==> src/rtl/nco_ctrl_if.sv <==
// nco_ctrl_if: configuration handshake carrying frequency word and code-phase slew
interface nco_ctrl_if #(parameter int FW = 9, parameter int CW = 10);
    logic valid;
    logic ready;
    logic [FW-1:0] freq;
    logic [CW-1:0] slew;
    modport master(output valid, freq, slew, input ready);
    modport slave(input valid, freq, slew, output ready);
endinterface

==> src/rtl/nco_ctrl.sv <==
// nco_ctrl: C/A-code NCO sequencer - loads frequency words, slews code phase, gates chip enables.
// Optional NCO_CTRL_NAVBIT_EN adds 20 ms nav-bit counting (navbit_cnt, bit_edge).
module nco_ctrl #(
    parameter int FW = 9,
    parameter int CODE_LEN = 1023,
    parameter int CW = 10,
    parameter logic [FW-1:0] DEFAULT_FREQ = '0
) (
    input  logic clk,
    input  logic rst,
    nco_ctrl_if.slave cfg,
    input  logic stop,
    input  logic chip_tick,
    output logic [FW-1:0] nco_freq,
    output logic nco_load,
    output logic chip_en,
    output logic [CW-1:0] chip_cnt,
    output logic epoch,
    output logic busy
`ifdef NCO_CTRL_NAVBIT_EN
    ,
    output logic [4:0] navbit_cnt,
    output logic bit_edge
`endif
);
    typedef enum logic [1:0] {IDLE, LOAD, SLEW, RUN} state_t;
    state_t state, state_nx;
    logic [CW-1:0] slew_rem;
    logic running, hs, adv, wrap, slew_step;
    assign cfg.ready = (state == IDLE) || (state == RUN);
    assign busy = (state == LOAD) || (state == SLEW);
    assign hs = cfg.valid && cfg.ready && !stop;
    // a tick in LOAD only counts when the code was already running before the reload
    assign adv = chip_tick && !stop && ((state == RUN) || (state == LOAD && running));
    assign wrap = chip_cnt == CW'(CODE_LEN - 1);
    assign slew_step = chip_tick && !stop && (state == SLEW);
    always_comb begin
        state_nx = state;
        state_nx = stop ? IDLE :
                   hs ? LOAD :
                   (state == LOAD) ? ((slew_rem != '0) ? SLEW : RUN) :
                   (slew_step && slew_rem == CW'(1)) ? RUN : state;
    end
    always_ff @(posedge clk) begin
        if (rst) begin
            state <= IDLE;
            nco_freq <= DEFAULT_FREQ;
            nco_load <= 1'b0;
            chip_en <= 1'b0;
            chip_cnt <= '0;
            epoch <= 1'b0;
            running <= 1'b0;
            slew_rem <= '0;
        end else begin
            state <= state_nx;
            nco_load <= hs;
            chip_en <= adv;
            epoch <= adv && wrap;
            if (adv) chip_cnt <= wrap ? '0 : chip_cnt + 1'b1;
            if (hs) begin
                nco_freq <= cfg.freq;
                slew_rem <= cfg.slew;
            end else if (slew_step) begin
                slew_rem <= slew_rem - 1'b1;
            end
            if (state == LOAD) running <= 1'b1;
            if (stop) begin
                running <= 1'b0;
                chip_cnt <= '0;
            end
        end
    end
`ifdef NCO_CTRL_NAVBIT_EN
    logic nb_wrap;
    assign nb_wrap = navbit_cnt == 5'd19;
    always_ff @(posedge clk) begin
        if (rst || stop) begin
            navbit_cnt <= '0;
            bit_edge <= 1'b0;
        end else begin
            bit_edge <= adv && wrap && nb_wrap;
            if (adv && wrap) navbit_cnt <= nb_wrap ? '0 : navbit_cnt + 1'b1;
        end
    end
`endif
endmodule

==> src/flat_wrapper.sv <==
// flat-port wrapper written by rule: the top's interface ports become plain ports
module nco_ctrl_flat 
#(
    parameter int FW = 9,
    parameter int CODE_LEN = 1023,
    parameter int CW = 10,
    parameter logic [FW-1:0] DEFAULT_FREQ = '0
)
  (clk, rst, stop, chip_tick, nco_freq, nco_load, chip_en, chip_cnt, epoch, busy, cfg_valid, cfg_freq, cfg_slew, cfg_ready);
  nco_ctrl_if #(.FW(FW), .CW(CW)) cfg_i ();
  input  logic clk;
  input  logic rst;
  input  logic stop;
  input  logic chip_tick;
  output logic [FW-1:0] nco_freq;
  output logic nco_load;
  output logic chip_en;
  output logic [CW-1:0] chip_cnt;
  output logic epoch;
  output logic busy;
  input wire logic [$bits(cfg_i.valid)-1:0] cfg_valid;
  input wire logic [$bits(cfg_i.freq)-1:0] cfg_freq;
  input wire logic [$bits(cfg_i.slew)-1:0] cfg_slew;
  output wire logic [$bits(cfg_i.ready)-1:0] cfg_ready;
  assign cfg_i.valid = cfg_valid;
  assign cfg_i.freq = cfg_freq;
  assign cfg_i.slew = cfg_slew;
  assign cfg_ready = cfg_i.ready;
  nco_ctrl #(.FW(FW), .CODE_LEN(CODE_LEN), .CW(CW), .DEFAULT_FREQ(DEFAULT_FREQ)) u_core (.clk(clk), .rst(rst), .cfg(cfg_i), .stop(stop), .chip_tick(chip_tick), .nco_freq(nco_freq), .nco_load(nco_load), .chip_en(chip_en), .chip_cnt(chip_cnt), .epoch(epoch), .busy(busy));
endmodule
==> config.mk <==
export PLATFORM = sky130hd
export DESIGN_NAME = nco_ctrl_flat
export DESIGN_NICKNAME = d
export VERILOG_FILES = /design/src/rtl/nco_ctrl_if.sv /design/src/rtl/nco_ctrl.sv /design/src/flat_wrapper.sv
export SDC_FILE = /design/constraint.sdc
export NUM_CORES = 1
export LEC_CHECK = 0
export CAP_MARGIN = 20
export CORE_MARGIN = 2
export CORE_UTILIZATION = 50
export DETAILED_ROUTE_END_ITERATION = 10
export PLACE_DENSITY = 0.92
export SYNTH_ARGS = -nofsm -noshare
export SYNTH_HDL_FRONTEND = slang
export SYNTH_SLANG_ARGS = --single-unit
==> constraint.sdc <==
create_clock -name clk -period 3.3 [get_ports clk]
set_input_delay 0.33 -clock clk [delete_from_list [all_inputs] [get_ports clk]]
set_output_delay 0.33 -clock clk [all_outputs]
set_load 0.02 [all_outputs]
# [Word level (Yosys, flattened, before mapping)]
# Index checks and enable logic that the tools add are counted.
[totals] regBits=35 elab_cells=42 out_inout_bits=24 input_bits=24
[classes] n_eq_ne=5 n_addsub=2 n_reduce_logical=19 n_mux=7
[op_table] op="$mux W10" n=3
[op_table] op="$add A10 B1 Y10 const B" n=1
[op_table] op="$eq A10 B1 Y1 const B" n=1
[op_table] op="$eq A10 B10 Y1 const B" n=1
[op_table] op="$reduce_bool A10 Y1" n=1
[op_table] op="$sub A10 B1 Y10 const B" n=1
[op_table] op="$logic_and A1 B1 Y1" n=8
[op_table] op="$eq A2 B2 Y1 const B" n=2
[op_table] op="$mux W2" n=2
[op_table] op="$reduce_bool A2 Y1" n=2
[op_table] op="$logic_or A1 B1 Y1" n=3
[op_table] op="$reduce_bool A3 Y1" n=1
[op_table] op="$reduce_or A3 Y1" n=1
[op_table] op="$eq A2 B1 Y1 const B" n=1
[op_table] op="$logic_not A2 Y1" n=1
[op_table] op="$mux W1" n=2
[op_table] op="$reduce_or A2 Y1" n=1
[op_table] op="$logic_not A1 Y1" n=1

# [Logic depth before layout (Yosys ltp)]
# Gate-level depths: netlist (run 1).
[logic_depth] word_depth=7 ltp_mapped=8 mapped_depth_nobuf=6

# [Worst setup path before layout (run 1)]
# Ideal clock, no wire load.
[synth_timing] path_kind="flip-flop to flip-flop" startpoint="register u_core.state[0]" endpoint="register u_core.slew_rem[1]" synth_period_minus_slack_ps=1888 setup_time_ps=70 n_path_buf=2 required_time_ps=3230 path_stages_with_launch=9 setup_slack_ps=1412 arrival_ps=1818 path_cell_list="dfxtp_1 inv_1 ha_1 nand2_1 or2_2 clkbuf_1 buf_1 o211ai_1 a21oi_1"
[synth_between] elab_chain_cells=5 elab_cells_between_ends=9 cone_classes="eq/ne (2); mux (1); reduce/logical (6)"
[synth_rtl] item="start, declared" line="nco_ctrl.sv:27" rtl="state_t state, state_nx;"
[synth_rtl] item="start signal, assigned" line="nco_ctrl.sv:55" rtl="state <= state_nx;"
[synth_rtl] item="$eq A2 B2 Y1 or $logic_not A2 Y1 (tied branches)" line="nco_ctrl.sv:30" rtl="assign cfg.ready = (state == IDLE) || (state == RUN);"
[synth_rtl] item="$logic_or A1 B1 Y1 *" line="nco_ctrl.sv:30"
[synth_rtl] item="net cfg_ready" line="flat_wrapper.sv:24" rtl="output wire logic [$bits(cfg_i.ready)-1:0] cfg_ready;"
[synth_rtl] item="$logic_and A1 B1 Y1 * (2 in a row)" line="nco_ctrl.sv:32" rtl="assign hs = cfg.valid && cfg.ready && !stop;"
[synth_rtl] item="$mux W10 or $reduce_bool A2 Y1 (tied branches)"
[synth_rtl] item="end signal, assigned" line="nco_ctrl.sv:62" rtl="slew_rem <= cfg.slew;"
[synth_rtl] item="end signal, assigned" line="nco_ctrl.sv:64" rtl="slew_rem <= slew_rem - 1'b1;"
[synth_rtl] item="end, declared" line="nco_ctrl.sv:28" rtl="logic [CW-1:0] slew_rem;"
# Mark *: on every way through the listed nets, which the timed path passes. The rest lies on a longest branch.
# A chain may end at the register's enable or synchronous reset.

# [Final worst setup path (run 1)]
[layout_timing] startpoint="register u_core.state[0]" endpoint="output busy"
[layout_between] elab_chain_cells=2 elab_cells_between_ends=3 cone_classes="eq/ne (2); reduce/logical (1)"
[layout_rtl] item="$eq A2 B1 Y1 or $eq A2 B2 Y1 (tied branches)" line="nco_ctrl.sv:31" rtl="assign busy = (state == LOAD) || (state == SLEW);"
[layout_rtl] item="$logic_or A1 B1 Y1 *" line="nco_ctrl.sv:31"
[layout_rtl] item="end, declared" line="flat_wrapper.sv:20" rtl="output logic busy;"
# Mark *: on every way between the ends. The rest lies on a longest branch, timed or not.

==> flow_summary.toml, run 1 <==
[timing]
setup_viol = 0
max_freq_mhz = 474
finalHoldViolations = 0
timing.hold.ws_ns = 0.461
tns_ns = 0
rsz0062_at_grt = "false"
worst_pin_slew_ns = 0.730
finalClockSkew_ns = 0.0197
finalCriticalPeriod_ns = 2.11
slew_violations = 0
post-route-period-util_pct = 63.9
relSlewSlack_pct = 51.2

[clock_network]
cts_max_level = 2
clockBufferDepth = 2
cts.clk_slew.worst_paths_ns = 0.11
cts_root_buf = "clkbuf_4"
numCtsBuffers = 5
clk_latency_ns = 0.35
clock_sinks = 35
cts_tree = "built"
cts_setup_buffers = 0
cts_hold_buffers = 0
cts_resized = 0

[placement]
hpwl_mm = 2.67
portBuffers = 47
place_inst = 275
place.gp.congestion = 0.843

[detailed_routing]
met3_length_um = 193
firstDrtPassIters = 4
num_vias = 1502
via_per_inst = 5.31
drtAntennaViolNets = 0
routed_wl_mm = 3.68
wl_per_cell_um = 13.0
wl_met1_mm = 1.68
met2_length_mm = 1.72
drt_iter0_drc = 61
drcViolationCount = 0
top_layer = "met4"

[finish]
layout.cells.most_common_list = "clkdlybuf4s50_1, dfxtp_1, nand2_1"
drive_gt1_share_pct = 7.11
num_antenna_cells = 0
area_growth_pct = 35.2
final_common_cell = "clkdlybuf4s50_1"
nets = 269
final_cells = 283

[setup_path]
path_buf_inv = 3
crit_type = "reg2out"
cp-start-kind = "flip-flop"
cpLargestDelayFamily = "buffers and inverters"
r2r-start = "u_core.state[1]"
worstPathMaxFanout = 3
crit_arrival_ns = 1.78
critPathCaptureType = "output port"
worstPathRequired_ns = 2.97
crit_chain = "inv_1, ha_1, inv_1, clkdlybuf4s50_1"
r2r_end = "u_core.chip_cnt[1]"
slowest_delay_ns = 0.59
cpMostUsedCell = "inv_1"
reg2reg_depth = 6
r2r_setup_slack_ns = 1.35
cp_num_cells = 4
crit_path_top_delay_cell = "clkdlybuf4s50_1"

[synthesis]
yosysUniqueCellTypes = 41
synth_edf_count = 0
yosysTopAreaCellShare_pct = 42.1
async_reset_ff_share_pct = 0
synth-warning-count = 0
synth_area_leaders = "dfxtp_1, nand2_1, nor2_1, ha_1, xnor2_1"
synth-main-ff-cell = "dfxtp_1"
syn_area_um2 = 1660
yosys.area.top_type = "dfxtp_1"
syn_avg_cell_area_um2 = 8.67
syn-num-nets = 223
syn_inst = 192
yosys_register_bits = 35
ys_seq_area_share_pct = 42.1

[floorplanning]
rows = 20
pin_count = 48
die_width_um = 61.7
dieArea_um2 = 3810
core-area_um2 = 3100
initial_core_util_pct = 53.6
die_y_um = 61.7

[worst_hold_path]
hp-start = "u_core.nco_freq[2]"
hold_path_depth = 2
min_to = "u_core.nco_freq[2]"
hp-class = "reg2reg"

[status]
status = "finished clean"

[pwr]
powerDensity_nw_per_um2 = 407
total_power_mw = 0.917
p_switching_mw = 0.231
p_int_mw = 0.686
irDropWorstVdd_mv = 0.297
pwr-share-seq_pct = 49.6
p_leak_nw = 0.808
pwr-share-clk_pct = 35.5
sw_frac_of_total_pct = 25.2
p_comb_share_pct = 14.9

[global_route]
grt_pass1_vias = 1351
grt_pass1_wl_mm = 6.02
grt_max_degree = 29
antenna_found_initial = 0
grt_use_total_pct = 21.9
grt_overflow = 0

[flow_run]
drv_cap = 0
-- registers in the layout, indices dropped and copies added (netlist names) --
signal           cells
u_core.chip_cnt     10
u_core.slew_rem     10
u_core.nco_freq      9
u_core.state         2
u_core.chip_en       1
u_core.epoch         1
u_core.nco_load      1
u_core.running       1
-- cells by family (layout without fill, tap and decap cells) --
| kind of cell | count (synthesis) | in the layout | share of synthesized area [%] |
|---|---|---|---|
| xor gates and xnor gates | 16 | 16 | 8.42 |
| adders and majority gates | 7 | 7 | 5.26 |
| AOI/OAI and AO/OA | 32 | 32 | 13.3 |
| DFF | 35 | 35 | 42.1 |
| and+or+nand+nor | 87 | 87 | 27.5 |
| buffers and inverters | 15 | 62 | 3.38 |
-- Yosys cell counts (2+ instances only) --
cell type and count:
a211oi_1 8, a21oi_1 12, and3_1 2, buf_1 2, clkbuf_1 7, dfxtp_1 35
ha_1 7, inv_1 6, nand2_1 26, nand3_1 6, nand4_1 5, nor2_1 25
nor3_1 5, nor4_1 3, o211ai_1 2, or3_1 2, xnor2_1 8, xor2_1 8
-- routing by layer --
layer	GRT usage, %	vias up
li1	-	760
met1	27.8	690
met2	34.6	43
met3	7.25	9
met4	8.51	0
met5	0	-
-- stage by stage --
step,worst slack [ns],util [%],instance area (um2)
after floorplan,1.41,-,1660
after global placement,1.25,69.7,2160
after CTS,1.19,72.5,2250
after global routing,1.10,72.5,2250
final,1.19,72.5,2250
after detailed placement,1.17,69.7,2160
-- final cells by class --
class                      count  area, um2
clock buffer                   6       51.3
clock inverter                 2       35.0
fill                         260        853
inverter                       6       22.5
multi-input combinational    142        907
sequential                    35        701
tap                           44       55.1
timing repair buffer          48        478
-- tightest hold or removal path: cells and delay by family, from the launching register on --
family,cells,cell delay (ns)
AO/OA/AOI/OAI,1,0.05
flip-flops,1,0.32
AND/OR/NAND/NOR,1,0.05
-- worst max path at each step --
stage                                     to             from
after floorplan           u_core.slew_rem[1]  u_core.state[0]
after global placement    u_core.chip_cnt[1]             stop
after detailed placement  u_core.chip_cnt[3]             stop
after CTS                               busy  u_core.state[0]
after global routing                    busy  u_core.state[0]
final                                   busy  u_core.state[0]
-- power by group through the flow --
stage	Combinational [mW]	Clock, mW	Sequential, mW
final	0.137	0.326	0.454
after global routing	0.151	0.353	0.456
after CTS	0.138	0.327	0.454
after detailed placement	0.137	0	0.463
after global placement	0.134	0	0.463
after floorplan	0.0733	0	0.468
(Power assumes the default switching activity.)
==> run 2: changes to the inputs <==
CORE_UTILIZATION = 42   (was 50)
PLACE_DENSITY = 0.83   (was 0.92)
clock period = 1.7 ns   (was 3.3 ns; I/O delays follow)
==> run 2 against run 1 <==
Routed wire length is 7.0% higher. Sequential share of layout area is 1.8 points lower. Register-to-register slack worse by 1.2 ns. Die area is 18% higher. Worst setup slack worse by 1.1 ns. Critical path type unchanged.
==> flow_summary.toml, run 2 (synthesis results as in run 1) <==
[setup_path]
cpLargestDelayFamily = "buffers and inverters"
cp_num_cells = 1
crit_arrival_ns = 1.42
crit_path_top_delay_cell = "clkdlybuf4s50_1"
slowest_delay_ns = 0.66
cp-start-kind = "flip-flop"
path_buf_inv = 1
worstPathMaxFanout = 7
critPathCaptureType = "output port"
crit_chain = "clkdlybuf4s50_1"
worstPathRequired_ns = 1.53
r2r_setup_slack_ns = 0.12
r2r-start = "u_core.slew_rem[7]"
crit_type = "reg2out"
reg2reg_depth = 4
r2r_end = "u_core.state[1]"

[finish]
n_fill_cell = 355
layout.cells.most_common_list = "clkdlybuf4s50_1, dfxtp_1, nand2_1"
final_cells = 302
final_common_cell = "clkdlybuf4s50_1"
area_growth_pct = 43.6
fin_util_pct = 63.8
reg_top3 = "u_core.chip_cnt x10, u_core.slew_rem x10, u_core.nco_freq x9"
drive_gt1_share_pct = 13.8
nets = 284
num_antenna_cells = 0

[clock_network]
numCtsBuffers = 5
cts_max_level = 2
clockBufferDepth = 2
cts_tree = "built"
cts.clk_slew.worst_paths_ns = 0.08
cts_hold_buffers = 0
clk_latency_ns = 0.29
cts_root_buf = "clkbuf_8"
cts_setup_buffers = 0
clock_sinks = 35

[timing]
finalCriticalPeriod_ns = 1.59
slew_violations = 0
finalClockSkew_ns = 0.00655
finalHoldViolations = 0
relSlewSlack_pct = 75.0
max_freq_mhz = 628
setup_viol = 0
rsz0062_at_grt = "false"
worst_pin_slew_ns = 0.375
post-route-period-util_pct = 93.7

[floorplanning]
dieArea_um2 = 4480
die_width_um = 66.9
pin_count = 48
initial_core_util_pct = 44.5
rows = 22
core-area_um2 = 3740
die_y_um = 66.9

[placement]
place.gp.congestion = 0.826
place_inst = 293
hpwl_mm = 2.70
portBuffers = 47

[pwr]
irDropWorstVdd_mv = 0.496
powerDensity_nw_per_um2 = 742
p_leak_nw = 0.878

[global_route]
grt_overflow = 0
grt_use_total_pct = 18.7
grt_pass1_wl_mm = 6.31
antenna_found_initial = 0
grt_max_degree = 29
grt_pass1_vias = 1448

[worst_hold_path]
min_to = "u_core.nco_freq[6]"
hp-class = "in2reg"
hold_path_depth = 3
hp-start = "cfg_freq[6]"

[detailed_routing]
drt_iter0_drc = 80
drcViolationCount = 0
routed_wl_mm = 3.94
via_per_inst = 5.16
drtAntennaViolNets = 0
wl_per_cell_um = 13.0
num_vias = 1557
firstDrtPassIters = 4

[status]
status = "finished clean"

[flow_run]
drv_cap = 0
==> run 2: cell types whose count changed in the layout (fill, tap and decap cells not counted), moves of 2 or more <==
cell and change:
buf_4 +14, clkbuf_4 -5, clkbuf_8 +4, clkdlybuf4s50_1 -2, clkinvlp_4 +2, dlygate4sd2_1 +2, or2_4 +2
==> run 2: timing repair <==
action	in CTS	in global routing
resized for setup	3	3
endpoints found under the setup margin	12	10
cloned	0	1
==> run 2: final cells by class <==
class,instances,area [um2],area share [%]
Timing Repair Buffer,62,581,24.3
Clock buffer,5,68.8,2.88
Sequential cell,35,702,29.4
Tap cell,48,60.1,2.51
Inverter,6,22.5,0.942
Multi-Input combinational cell,143,936,39.2
Clock inverter,3,20.0,0.838
==> run 2: stage by stage <==
| step | cell area, um2 | setup TNS [ns] | hold slack (ns) | worst slack (ns) | total power [mW] |
|---|---|---|---|---|---|
| after floorplan | 1680 | 0 | 0.306 | 0.0233 | 1.06 |
| after global placement | 2290 | -0.00662 | 0.442 | -0.00662 | 1.19 |
| after detailed placement | 2290 | -0.201 | 0.449 | -0.0430 | 1.19 |
| after CTS | 2370 | 0 | 0.411 | 0.0591 | 1.79 |
| after global routing | 2390 | 0 | 0.435 | 0.00200 | 1.86 |
| final | 2390 | 0 | 0.421 | 0.108 | 1.77 |
==> run 2: worst min-delay path: stages <==
cell             delay, ns
clkdlybuf4s50_1       0.39
nand2_1               0.05
a21oi_1               0.05
==> run 2: worst max path at each step <==
| stage | start | to | slack [ns] |
|---|---|---|---|
| floorplan | u_core.state[0] | u_core.slew_rem[1] | 0.02 |
| global placement | chip_tick | u_core.state[1] | -0.007 |
| detailed placement | u_core.state[0] | u_core.slew_rem[9] | -0.04 |
| CTS | u_core.slew_rem[7] | u_core.state[1] | 0.06 |
| global route | u_core.slew_rem[0] | u_core.slew_rem[7] | 0.002 |
| finish | u_core.chip_cnt[0] | chip_cnt[0] | 0.11 |
==> run 2: where the power goes <==
part           internal [mW]  switching [mW]  leakage [nW]
clock network          0.285           0.306        0.0402
logic                  0.156           0.145         0.553
registers              0.852          0.0292         0.285
total                   1.29           0.481         0.878
==> run 2: metal layers <==
| metal | track usage, % | share of wire (%) | routed length (um) |
|---|---|---|---|
| met5 | 0 | 0 | 0 |
| met4 | 6.38 | 1.1 | 42 |
| met3 | 5.74 | 5.7 | 223 |
| met2 | 30.1 | 46 | 1830 |
| met1 | 23.5 | 47 | 1840 |
==> run 3: changes to the inputs <==
CORE_MARGIN = 3   (was 2)
CORE_UTILIZATION = 47   (was 42)
PLACE_DENSITY = 0.87   (was 0.83)
clock period = 1.5 ns   (was 1.7 ns; I/O delays follow)
==> run 3 against run 2 <==
The flow now finishes with violations (negative setup slack). Global-route usage increased by 4.2 points. Sequential power up 12%. First-iteration DRC count up 70%. Non-clock buffer count is 14 higher. Flip-flop and latch count stayed put. Worst hold slack got worse by 0.076 ns. Power grew 11%. Clock skew increased by 0.0093 ns. Combinational power increased by 48%. Final cell count rose by 4.0%. Critical path type is now reg2reg. Largest cell class unchanged. Largest power group unchanged.
==> flow_summary.toml, run 3 (synthesis results as in run 1) <==
[timing]
fin_ws_ns = -0.0315
finalClockSkew_ns = 0.0159
finalCriticalPeriod_ns = 1.53
post-route-period-util_pct = 102
slew_violations = 0
setup_viol = 7
rsz0062_at_grt = "true"
max_freq_mhz = 653
relSlewSlack_pct = 73.1
worst_pin_slew_ns = 0.402
finalHoldViolations = 0

[clock_network]
cts_hold_buffers = 0
cts_root_buf = "clkbuf_4"
clock_sinks = 35
clockBufferDepth = 2
cts_max_level = 2
cts.clk_slew.worst_paths_ns = 0.11
clk_latency_ns = 0.35
numCtsBuffers = 5
cts_tree = "built"

[floorplanning]
pin_count = 48
die_y_um = 65.5
core-area_um2 = 3200
initial_core_util_pct = 52.0
rows = 20
dieArea_um2 = 4290
die_width_um = 65.5

[setup_path]
cp-start-kind = "flip-flop"
crit_path_top_delay_cell = "dfxtp_2"
r2r-start = "u_core.state[1]"
critPathCaptureType = "flip-flop"
reg2reg_depth = 7
r2r_setup_slack_ns = -0.03
worstPathRequired_ns = 1.73
crit_chain = "buf_4, ha_2, a21o_1, nand4_1, buf_4, o21ai_4, nor2_1"
worstPathMaxFanout = 5
r2r_end = "u_core.chip_cnt[3]"
slowest_delay_ns = 0.37
crit_arrival_ns = 1.77
cpMostUsedCell = "buf_4"
crit_type = "reg2reg"

[finish]
final_common_cell = "dfxtp_1"
num_antenna_cells = 0
nets = 301
regArea_um2 = 704
reg_top3 = "u_core.chip_cnt x10, u_core.slew_rem x10, u_core.nco_freq x9"
multi_input_area_um2 = 1090
area_growth_pct = 58.1
layout.cells.most_common_list = "dfxtp_1, clkdlybuf4s50_1, buf_4"
fin_util_pct = 82.1
drive_gt1_share_pct = 27.0
n_fill_cell = 204

[detailed_routing]
wl_per_cell_um = 15.6
drtAntennaViolNets = 0
firstDrtPassIters = 4
routed_wl_mm = 4.91
drcViolationCount = 0
num_vias = 1701
via_per_inst = 5.42
drt_iter0_drc = 136

[global_route]
grt_pass1_wl_mm = 7.49
grt_max_degree = 20
grt_pass1_vias = 1647
grt_use_total_pct = 22.8
grt_overflow = 0
antenna_found_initial = 0

[placement]
place.gp.congestion = 0.842
portBuffers = 47
hpwl_mm = 3.05

[worst_hold_path]
hp-start = "cfg_freq[3]"
hold_path_depth = 3
hp-class = "in2reg"
min_to = "u_core.nco_freq[3]"

[pwr]
irDropWorstVdd_mv = 0.576
total_power_mw = 1.97
p_leak_nw = 1.18
powerDensity_nw_per_um2 = 747

[status]
violations = "negative setup slack"
status = "finished, violations left"

[flow_run]
drv_cap = 0
==> run 3: cell types whose count changed in the layout (fill, tap and decap cells not counted), moves of 3 or more <==
cell / delta
dlymetal6s2s_1: +10
clkdlybuf4s50_1: -16
nor2_1: -3
dlygate4sd2_1: +4
clkbuf_8: -4
clkbuf_4: +5
a211oi_2: +4
a211oi_1: -4
buf_4: +11
nor2_2: +3
buf_6: +3
or2_4: +3
==> run 3: routing by layer <==
metal | track usage [%] | wire length (um) | vias to the layer above
met1 | 28.8 | 2070 | 797
met5 | 0 | 0 | -
met3 | 7.18 | 388 | 8
met2 | 37.0 | 2380 | 68
met4 | 7.25 | 68 | 0
li1 | - | - | 828
==> run 3: how the worst max path moves through the flow <==
stage / from / endpoint / slack (ns) / cells past startpoint
after floorplan: u_core.state[0] / u_core.slew_rem[1] / -0.01 / 8
after global placement: stop / u_core.state[1] / -0.11 / 4
after detailed placement: stop / u_core.slew_rem[8] / -0.25 / 5
after CTS: u_core.slew_rem[6] / u_core.state[1] / 0.0004 / 4
after global routing: u_core.state[1] / u_core.chip_cnt[5] / -0.13 / 7
final: u_core.state[1] / u_core.chip_cnt[3] / -0.03 / 7
==> run 3: critical path: cells and delay by family, from the launching register on <==
kind,cells,cell delay (ns)
and+or+nand+nor,2,0.23
AOI/OAI and AO/OA,2,0.33
adders and majority gates,1,0.17
buffers and inverters,2,0.31
DFF,1,0.37
==> run 3: power by group <==
group | internal, mW | switching (mW) | leakage [nW]
clock network | 0.217 | 0.310 | 0.0341
logic | 0.225 | 0.223 | 0.862
registers | 0.967 | 0.0240 | 0.286
==> run 3: repair_timing <==
action,in CTS,in global routing
cloned,2,2
pin swaps,8,20
endpoints found under the setup margin,22,35
buffers inserted,2,3
resized for setup,25,29
==> run 3: stage by stage <==
step / hold WS, ns / setup slack, ns / TNS (ns) / instances / instance area [um2]
floorplan: 0.286 / -0.0148 / -0.0276 / 192 / 1720
global placement: 0.441 / -0.110 / -1.55 / 299 / 2370
finish: 0.345 / -0.0315 / -0.173 / 314 / 2630
CTS: 0.352 / 0.000372 / 0 / 310 / 2480
global route: 0.333 / -0.131 / -1.44 / 314 / 2630
detailed placement: 0.449 / -0.249 / -2.46 / 299 / 2370
==> run 3: layout make-up <==
| type | count | area share, % |
|---|---|---|
| Sequential cell | 35 | 26.8 |
| Timing Repair Buffer | 76 | 26.9 |
| Inverter | 6 | 0.856 |
| Clock inverter | 1 | 0.190 |
| Tap cell | 44 | 2.09 |
| Clock buffer | 6 | 1.95 |
| Multi-Input combinational cell | 146 | 41.3 |
